===== src/rtl/cipher_sequencer.sv =====
// Control sequencer for a serial key + message load, XOR encrypt and output stream transaction.
// Walks the loader deserializers, waits on the downstream stages, and traps stalls in ERROR.
module cipher_sequencer #(
  parameter int unsigned KEY_SIZE = 32,
  parameter int unsigned MSG_SIZE = 512,
  parameter int unsigned TIMEOUT  = 1023
) (
  input  logic       iClk,
  input  logic       iRst,
  input  logic       iStart,
  input  logic       iAbort,
  input  logic       iData_valid,
  input  logic       iSerial_in,
  input  logic       iEncrypt_done,
  input  logic       iSerial_end,
  output logic       oEn,
  output logic       oData_in,
  output logic       oLoad_key,
  output logic       oLoad_msg,
  output logic       oBusy,
  output logic       oDone,
  output logic       oError,
  output logic [2:0] oState
);

  localparam int unsigned BitW = $clog2(MSG_SIZE) + 1;
  localparam int unsigned TmoW = $clog2(TIMEOUT + 1);

  localparam logic [BitW-1:0] KeyLast = BitW'(KEY_SIZE - 1);
  localparam logic [BitW-1:0] MsgLast = BitW'(MSG_SIZE - 1);
  localparam logic [TmoW-1:0] TmoLast = TmoW'(TIMEOUT - 1);

  typedef enum logic [2:0] {
    StIdle    = 3'd0,
    StLoadKey = 3'd1,
    StLoadMsg = 3'd2,
    StEncrypt = 3'd3,
    StStream  = 3'd4,
    StDone    = 3'd5,
    StError   = 3'd6
  } state_e;

  state_e          r_state;
  logic [BitW-1:0] r_bits;
  logic [TmoW-1:0] r_tmo;

  logic w_load;
  logic w_bit;
  logic w_waiting;
  logic w_last_bit;
  logic w_tmo_hit;

  assign w_load     = (r_state == StLoadKey) || (r_state == StLoadMsg);
  assign w_bit      = w_load && iData_valid;
  assign w_waiting  = w_load || (r_state == StEncrypt) || (r_state == StStream);
  assign w_last_bit = (r_state == StLoadKey) ? (r_bits == KeyLast) : (r_bits == MsgLast);
  // A valid bit is progress, so it masks a timeout landing in the same cycle.
  assign w_tmo_hit  = w_waiting && !w_bit && (r_tmo == TmoLast);

  always_ff @(posedge iClk or negedge iRst) begin
    if (!iRst) begin
      r_state <= StIdle;
      r_bits  <= '0;
      r_tmo   <= '0;
    end else if (iAbort) begin
      r_state <= StIdle;
      r_bits  <= '0;
      r_tmo   <= '0;
    end else begin
      unique case (r_state)
        StIdle: begin
          r_bits <= '0;
          r_tmo  <= '0;
          if (iStart) begin
            r_state <= StLoadKey;
          end
        end
        StLoadKey, StLoadMsg: begin
          if (iData_valid) begin
            r_tmo <= '0;
            if (w_last_bit) begin
              r_state <= (r_state == StLoadKey) ? StLoadMsg : StEncrypt;
              r_bits  <= '0;
            end else begin
              r_bits <= r_bits + 1'b1;
            end
          end else if (w_tmo_hit) begin
            r_state <= StError;
            r_bits  <= '0;
            r_tmo   <= '0;
          end else begin
            r_tmo <= r_tmo + 1'b1;
          end
        end
        StEncrypt: begin
          if (iEncrypt_done) begin
            r_state <= StStream;
            r_tmo   <= '0;
          end else if (w_tmo_hit) begin
            r_state <= StError;
            r_tmo   <= '0;
          end else begin
            r_tmo <= r_tmo + 1'b1;
          end
        end
        StStream: begin
          if (iSerial_end) begin
            r_state <= StDone;
            r_tmo   <= '0;
          end else if (w_tmo_hit) begin
            r_state <= StError;
            r_tmo   <= '0;
          end else begin
            r_tmo <= r_tmo + 1'b1;
          end
        end
        StDone: begin
          r_state <= StIdle;
        end
        StError: begin
          r_state <= StError;
        end
        default: begin
          r_state <= StIdle;
          r_bits  <= '0;
          r_tmo   <= '0;
        end
      endcase
    end
  end

  // Status flags decode straight from the state register so reset clears them at once.
  assign oEn       = w_bit;
  assign oData_in  = w_load && iSerial_in;
  assign oLoad_key = (r_state == StLoadKey);
  assign oLoad_msg = (r_state == StLoadMsg);
  assign oBusy     = (r_state != StIdle);
  assign oDone     = (r_state == StDone);
  assign oError    = (r_state == StError);
  assign oState    = r_state;

endmodule


===== config.mk =====
export PLATFORM = sky130hd
export DESIGN_NAME = cipher_sequencer
export DESIGN_NICKNAME = d
export VERILOG_FILES = /design/src/rtl/cipher_sequencer.sv
export SDC_FILE = /design/constraint.sdc
export NUM_CORES = 1
export LEC_CHECK = 0
export ABC_AREA = 1
export ABC_CLOCK_PERIOD_IN_PS = 1900
export CAP_MARGIN = 20
export CORE_MARGIN = 2
export CORE_UTILIZATION = 30
export CTS_CLUSTER_SIZE = 24
export DETAILED_ROUTE_END_ITERATION = 12
export SKIP_LAST_GASP = 1
export SLEW_MARGIN = 20
export SYNTH_ARGS = -nofsm -noshare
export SYNTH_HDL_FRONTEND = slang
export SYNTH_SLANG_ARGS = --single-unit

===== constraint.sdc =====
create_clock -name iClk -period 1.9 [get_ports iClk]
set_input_delay 0.57 -clock iClk [delete_from_list [all_inputs] [get_ports iClk]]
set_output_delay 0.57 -clock iClk [all_outputs]
set_load 0.01 [all_outputs]

==> results of run 1 <==
[how the worst max path moves through the flow]
stage | endpoint | from | slack, ns
after floorplan | oData_in | oState[1] | 0.22
after global placement | oEn | iData_valid | -0.40
after detailed placement | oEn | iData_valid | -0.43
after CTS | oEn | oState[1] | -0.05
after global routing | oError | oState[0] | -0.03
final | oError | oState[0] | 0.04
[registers in the layout, indices dropped and copies added (netlist names)]
name    count
oState      3
r_bits     10
r_tmo      10
[cell usage in the layout (no fill, tap or decap), types with 4 or more instances in the layout]
cell type and instances:
a21oi_1 13, buf_4 34, clkdlybuf4s50_1 6, dfrtp_1 22
dlygate4sd2_1 5, inv_1 25, inv_2 5, nand2_1 54
nand2_4 4, nand3_1 28, nand4_1 7, nor2_1 19
o21ai_0 4, xor2_1 7
[routing by layer]
layer	routed length, um	track usage [%]	up-vias
met5	0	0	-
met4	55	4.737	0
met3	94	1.494	4
met2	1800	22.93	19
met1	2030	20.22	730
li1	-	-	845
[layout make-up]
cell class	instances	area (um^2)
clock buffer	3	41.29
tap	72	90.09
multi-input combinational	169	957.2
inverter	31	116.4
sequential	23	576.8
fill	585	3207
clock inverter	1	5.005
timing repair buffer	53	411.6
[kinds of logic (layout without fill, tap and decap cells)]
kind of cell | count (synthesis) | after routing | share of synthesized area [%]
flip-flops | 23 | 23 | 34.74
AND/OR/NAND/NOR | 131 | 131 | 40.41
AO/OA/AOI/OAI | 28 | 28 | 10.50
XOR/XNOR | 7 | 7 | 3.701
buffers and inverters | 34 | 88 | 8.383
adder cells (fa/ha/maj) | 3 | 3 | 2.266
[power by group]
group          internal, mW  leakage (nW)  switching (mW)
logic                 0.464         0.757           0.524
registers             0.522         0.317          0.0340
clock network         0.147        0.0255           0.175
[what timing repair did]
| action | in CTS | in global routing |
|---|---|---|
| setup buffers | 5 | 2 |
| resized for setup | 23 | 10 |
| pin swaps | 1 | 2 |
| endpoints found under the setup margin | 10 | 7 |
| cloned | 0 | 0 |
[Yosys cell counts (2+ instances only)]
library cell	instances	share of area (%)
a21oi_1	13	3.9
nor2_1	20	4.5
nand4_1	7	2.6
nand3_4	2	2.1
o21ai_0	4	1.2
ha_1	3	2.3
a31oi_1	2	0.76
dfrtp_1	23	35
o21ai_1	3	0.91
nand2_1	54	12
inv_1	26	5.9
nand2_2	3	1.1
nor2_2	2	0.76
inv_2	4	0.91
nand2_4	4	2.7
nand3_1	29	8.8
nand3_2	3	1.8
o21ai_2	2	1.1
xor2_1	7	3.7
[worst max-delay path: cells and delay by family, from the launching register on]
kind / cells / cell delay (ns)
and+or+nand+nor: 1 / 0.08
DFF: 1 / 0.41
buffers and inverters: 4 / 0.54
[stage by stage]
| stage | util, % | cell area [um^2] | setup TNS [ns] |
|---|---|---|---|
| floorplan | - | 1657 | 0 |
| global placement | 39.07 | 2112 | -1.513 |
| detailed placement | 39.07 | 2112 | -1.826 |
| CTS | 40.65 | 2197 | -0.04987 |
| global route | 40.67 | 2198 | -0.04636 |
| finish | 40.67 | 2198 | 0 |
==> flow_metrics.env, run 1 <==
export IMPL_die_area_um2=6132
export IMPL_layoutNonFillerInstCount=352
export IMPL_first_iter_violations=103
export IMPL_fin_crit_sh_pct=97.96
export IMPL_grt_first_pass_wirelength_um=7141
export IMPL_crit_path_top_delay_cell="dfrtp_1"
export IMPL_drive_above_1_share_pct=27.14
export IMPL_async_flop_share_pct=100.0
export IMPL_p_total_mw=1.866
export IMPL_holdPathStages=2
export IMPL_synth_avg_cell_area_um2=7.330
export IMPL_synth_ff_type="dfrtp_1"
export IMPL_area_growth_pct=32.70
export IMPL_final_net_count=292
export IMPL_insertion_delay_ns=0.27
export IMPL_powerDensity_nw_per_um2=849.0
export IMPL_grt_pass1_vias=1553
export IMPL_crit_type="reg2out"
export IMPL_p_leak_nw=1.099
export IMPL_start_kind="flop"
export IMPL_worstPathRequired_ns=1.33
export IMPL_ys_seq_elements=23
export IMPL_regToRegStartpoint="oState[0]"
export IMPL_grt_overflow=0
export IMPL_post_drt_wl_per_cell_um=11.31
export IMPL_min_from="r_tmo[3]"
export IMPL_cts_buffer_depth=2
export IMPL_cp_max_fo=3
export IMPL_maxCapViolCount=0
export IMPL_hold_viol=0
export IMPL_rows=27
export IMPL_synth_edf_count=0
export IMPL_status="complete, no violations"
export IMPL_routed_wirelength_um=3980
export IMPL_antenna_found_initial=0
export IMPL_grt_max_degree=24
export IMPL_fin_crit_ns=1.861
export IMPL_place_ws_ns=-0.4253
export IMPL_seq_area_frac_synth_pct=34.74
export IMPL_hold_ws_ns=0.5414
export IMPL_cp_end_kind="primary output"
export IMPL_grt_use_total_pct=14.32
export IMPL_dp_cells=341
export IMPL_slew_violations=0
export IMPL_fp_coreArea_um2=5405
export IMPL_clk_pin_slew_ns=0.09
export IMPL_numCtsBuffers=3
export IMPL_setup_viol=0
export IMPL_max_vdd_ir_drop_uv=561.7
export IMPL_crit_chain="inv_2 > buf_4 > nand3_2 > inv_1 > dlygate4sd2_1"
export IMPL_reg2regPathDepth=9
export IMPL_crit_path_max_incr_delay_ns=0.41
export IMPL_io_buffer_count=17
export IMPL_synth_area_um2=1657
export IMPL_worstMarginPinSlew_ns=0.3551
export IMPL_drc_errors=0
export IMPL_cts_tree="built"
export IMPL_root_buffer="clkbuf_8"
export IMPL_synth_fp_nets=237
export IMPL_cts_sinks=23
export IMPL_rr_endpoint="r_tmo[3]"
export IMPL_die_x_um=78.31
export IMPL_vias=1598
export IMPL_avgViaCountPerCell=4.540
export IMPL_slew_headroom_pct=76.24
export IMPL_initial_core_util_pct=30.65
export IMPL_max_freq_ghz=0.5373
export IMPL_place_hpwl_um=3076
export IMPL_die_h_um=78.31
export IMPL_cts_max_level=1
export IMPL_ff2ff_setup_slack_ns=0.20
export IMPL_first_pass_iters=4
export IMPL_clock_skew_final_ns=0.003755
export IMPL_worst_endpoint_arrival_ns=1.29
export IMPL_holdPathEnd="r_tmo[3]"
export IMPL_setup_ws_ns=0.03879
export IMPL_rsz0062_at_grt="yes"
export IMPL_n_antenna_cell=0
export IMPL_ioPinCount=18
export IMPL_ant_nets=0
export IMPL_place_congestion=0.8439
export IMPL_hold_class="reg2reg"
export IMPL_cts_hold_fix_buffers=0
export IMPL_yosysWarnings=0
export IMPL_synthCells=226
export IMPL_synth_cell_type_count=34
No activity file was read; power rests on OpenSTA's default activity.
==> run 2: changes to the inputs <==
--- a/constraint.sdc
+++ b/constraint.sdc
@@ -3,2 +3,2 @@
 set_output_delay 0.57 -clock iClk [all_outputs]
-set_load 0.01 [all_outputs]
+set_load 0.005 [all_outputs]
==> run 2 against run 1 <==
Effect of this change: the run now ends with setup timing left; critical path depth increased by 2; setup slack got worse by 0.069 ns; final area increased by 4.2%; sequential power increased by 2%; global-route usage decreased by 0.51 points; clock power decreased by 3%; first-iteration DRC count increased by 25%; die area unchanged; clock skew increased by 0.0034 ns; total power increased by 2.5%; register-to-register slack got worse by 0.07 ns; maximum frequency decreased by 3.6%; critical endpoint is now oData_in; largest cell class unchanged.
==> flow_metrics.env, run 2 (same netlist as run 1, synthesis figures left out) <==
export IMPL_avgViaCountPerCell=4.734
export IMPL_ant_nets=0
export IMPL_cts_sinks=23
export IMPL_start_kind="flop"
export IMPL_cp_end_kind="primary output"
export IMPL_p_leak_nw=1.169
export IMPL_post_drt_wl_per_cell_um=11.80
export IMPL_slew_violations=0
export IMPL_grt_overflow=0
export IMPL_worstPathRequired_ns=1.33
export IMPL_grt_use_total_pct=13.81
export IMPL_clock_skew_final_ns=0.007158
export IMPL_cp_max_fo=3
export IMPL_layout_commonest_cell="nand2_1"
export IMPL_insertion_delay_ns=0.27
export IMPL_fin_crit_ns=1.930
export IMPL_crit_type="reg2out"
export IMPL_p_int_mw=1.178
export IMPL_first_pass_iters=4
export IMPL_io_buffer_count=17
export IMPL_drc_errors=0
export IMPL_power_frac_clock_pct=16.4
export IMPL_sequentialPowerShare_pct=29.6
export IMPL_die_x_um=78.31
export IMPL_fin_crit_sh_pct=101.6
export IMPL_root_buffer="clkbuf_8"
export IMPL_setup_viol=2
export IMPL_rsz0062_at_grt="yes"
export IMPL_final_util_pct=42.38
export IMPL_max_vdd_ir_drop_uv=538.3
export IMPL_fp_coreArea_um2=5405
export IMPL_worstMarginPinSlew_ns=0.3683
export IMPL_n_antenna_cell=0
export IMPL_first_iter_violations=129
export IMPL_comb_power_share_pct=54.0
export IMPL_place_congestion=0.8663
export IMPL_grt_first_pass_wirelength_um=6796
export IMPL_grt_max_degree=24
export IMPL_cts_max_level=1
export IMPL_grt_pass1_vias=1509
export IMPL_maxCapViolCount=0
export IMPL_numCtsBuffers=3
export IMPL_place_ws_ns=-0.3853
export IMPL_place_hpwl_um=2990
export IMPL_hold_ws_ns=0.5372
export IMPL_final_cell_mix="54 x nand2_1, 35 x buf_4, 28 x nand3_1, 23 x inv_1, 21 x dfrtp_1"
export IMPL_antenna_found_initial=0
export IMPL_ioPinCount=18
export IMPL_hold_class="reg2reg"
export IMPL_worst_endpoint_arrival_ns=1.36
export IMPL_setup_ws_ns=-0.03032
export IMPL_powerDensity_nw_per_um2=834.8
export IMPL_rows=27
export IMPL_die_area_um2=6132
export IMPL_final_net_count=297
export IMPL_max_freq_ghz=0.5180
export IMPL_routed_wirelength_um=4212
export IMPL_die_h_um=78.31
export IMPL_clk_pin_slew_ns=0.09
export IMPL_cts_tree="built"
export IMPL_vias=1690
export IMPL_drive_above_1_share_pct=28.42
export IMPL_hold_viol=0
export IMPL_cts_buffer_depth=2
export IMPL_slew_headroom_pct=75.36
export IMPL_initial_core_util_pct=30.65
export IMPL_status="finished, violations left"
export IMPL_switching_share_pct=38.41
export IMPL_p_switching_uw=734.6
export IMPL_area_growth_pct=38.29
export IMPL_violations="setup timing"
[run 2: cell types whose count changed in the layout (fill, tap and decap cells not counted), sizes merged]
cell	before	now
dlygate4sd2	5	1
dlymetal6s2s	0	4
buf	39	42
clkbuf	6	7
clkdlybuf4s15	0	1
clkdlybuf4s50	6	7
clkinv	2	1
[run 2: path summary, 6_finish.rpt]
check	from	end	slack (ns)	depth (start not counted)
max	oState[2]	oData_in	-0.03	7
min	r_bits[0]	r_bits[0]	0.54	1
max reg2reg	oState[1]	r_bits[8]	0.13	10
min reg2reg	r_bits[0]	r_bits[0]	0.54	1
max in group asynchronous	iRst	oState[0]	0.98	2
min in group asynchronous	iRst	oState[2]	0.66	2
[run 2: final cells by class]
| type | count | area [um^2] |
|---|---|---|
| clock buffers | 4 | 45.04 |
| fillers | 569 | 3114 |
| inverters | 31 | 116.4 |
| multi-input cells | 169 | 972.2 |
| flip-flops and latches | 23 | 578.1 |
| well taps | 72 | 90.09 |
| repair buffers | 58 | 489.2 |
[run 2: timing repair]
action / 4_1_cts / 5_1_grt
hold buffers: 0 / 0
setup endpoints to repair: 9 / 9
pin swaps: 2 / 1
resized for setup: 19 / 17
buffers inserted: 6 / 7
[run 2: layer usage]
layer / vias up / part of all wire [%] / global-route usage [%]
met2: 30 / 46 / 21.55
met1: 789 / 51 / 19.86
li1: 867 / - / -
met5: - / 0 / 0
met4: 0 / 1.1 / 4.737
met3: 4 / 2.2 / 1.494
[run 2: power by group through the flow]
stage	sequential, mW	combinational (mW)	clock [mW]
global route	0.571	1.12	0.341
detailed placement	0.567	0.890	0
CTS	0.558	0.992	0.327
finish	0.567	1.03	0.313
floorplan	0.574	0.423	0
global placement	0.569	0.884	0
[run 2: critical path, cell delays in order, from the launching register on]
cell and delay, ns:
dfrtp_1 0.42, inv_2 0.13, nand3_4 0.10, nand2_4 0.10
buf_6 0.11, inv_2 0.04, nor2_1 0.08, clkbuf_2 0.11
[run 2: metrics by stage]
| stage | std cells | power (mW) | setup TNS (ns) | instance area [um^2] |
|---|---|---|---|---|
| final | 357 | 1.912 | -0.05117 | 2291 |
| after detailed placement | 340 | 1.457 | -1.775 | 2105 |
| after global placement | 340 | 1.452 | -1.439 | 2105 |
| after floorplan | 226 | 0.9967 | 0 | 1657 |
| after CTS | 350 | 1.877 | -0.5637 | 2215 |
| after global routing | 357 | 2.034 | -0.2180 | 2291 |
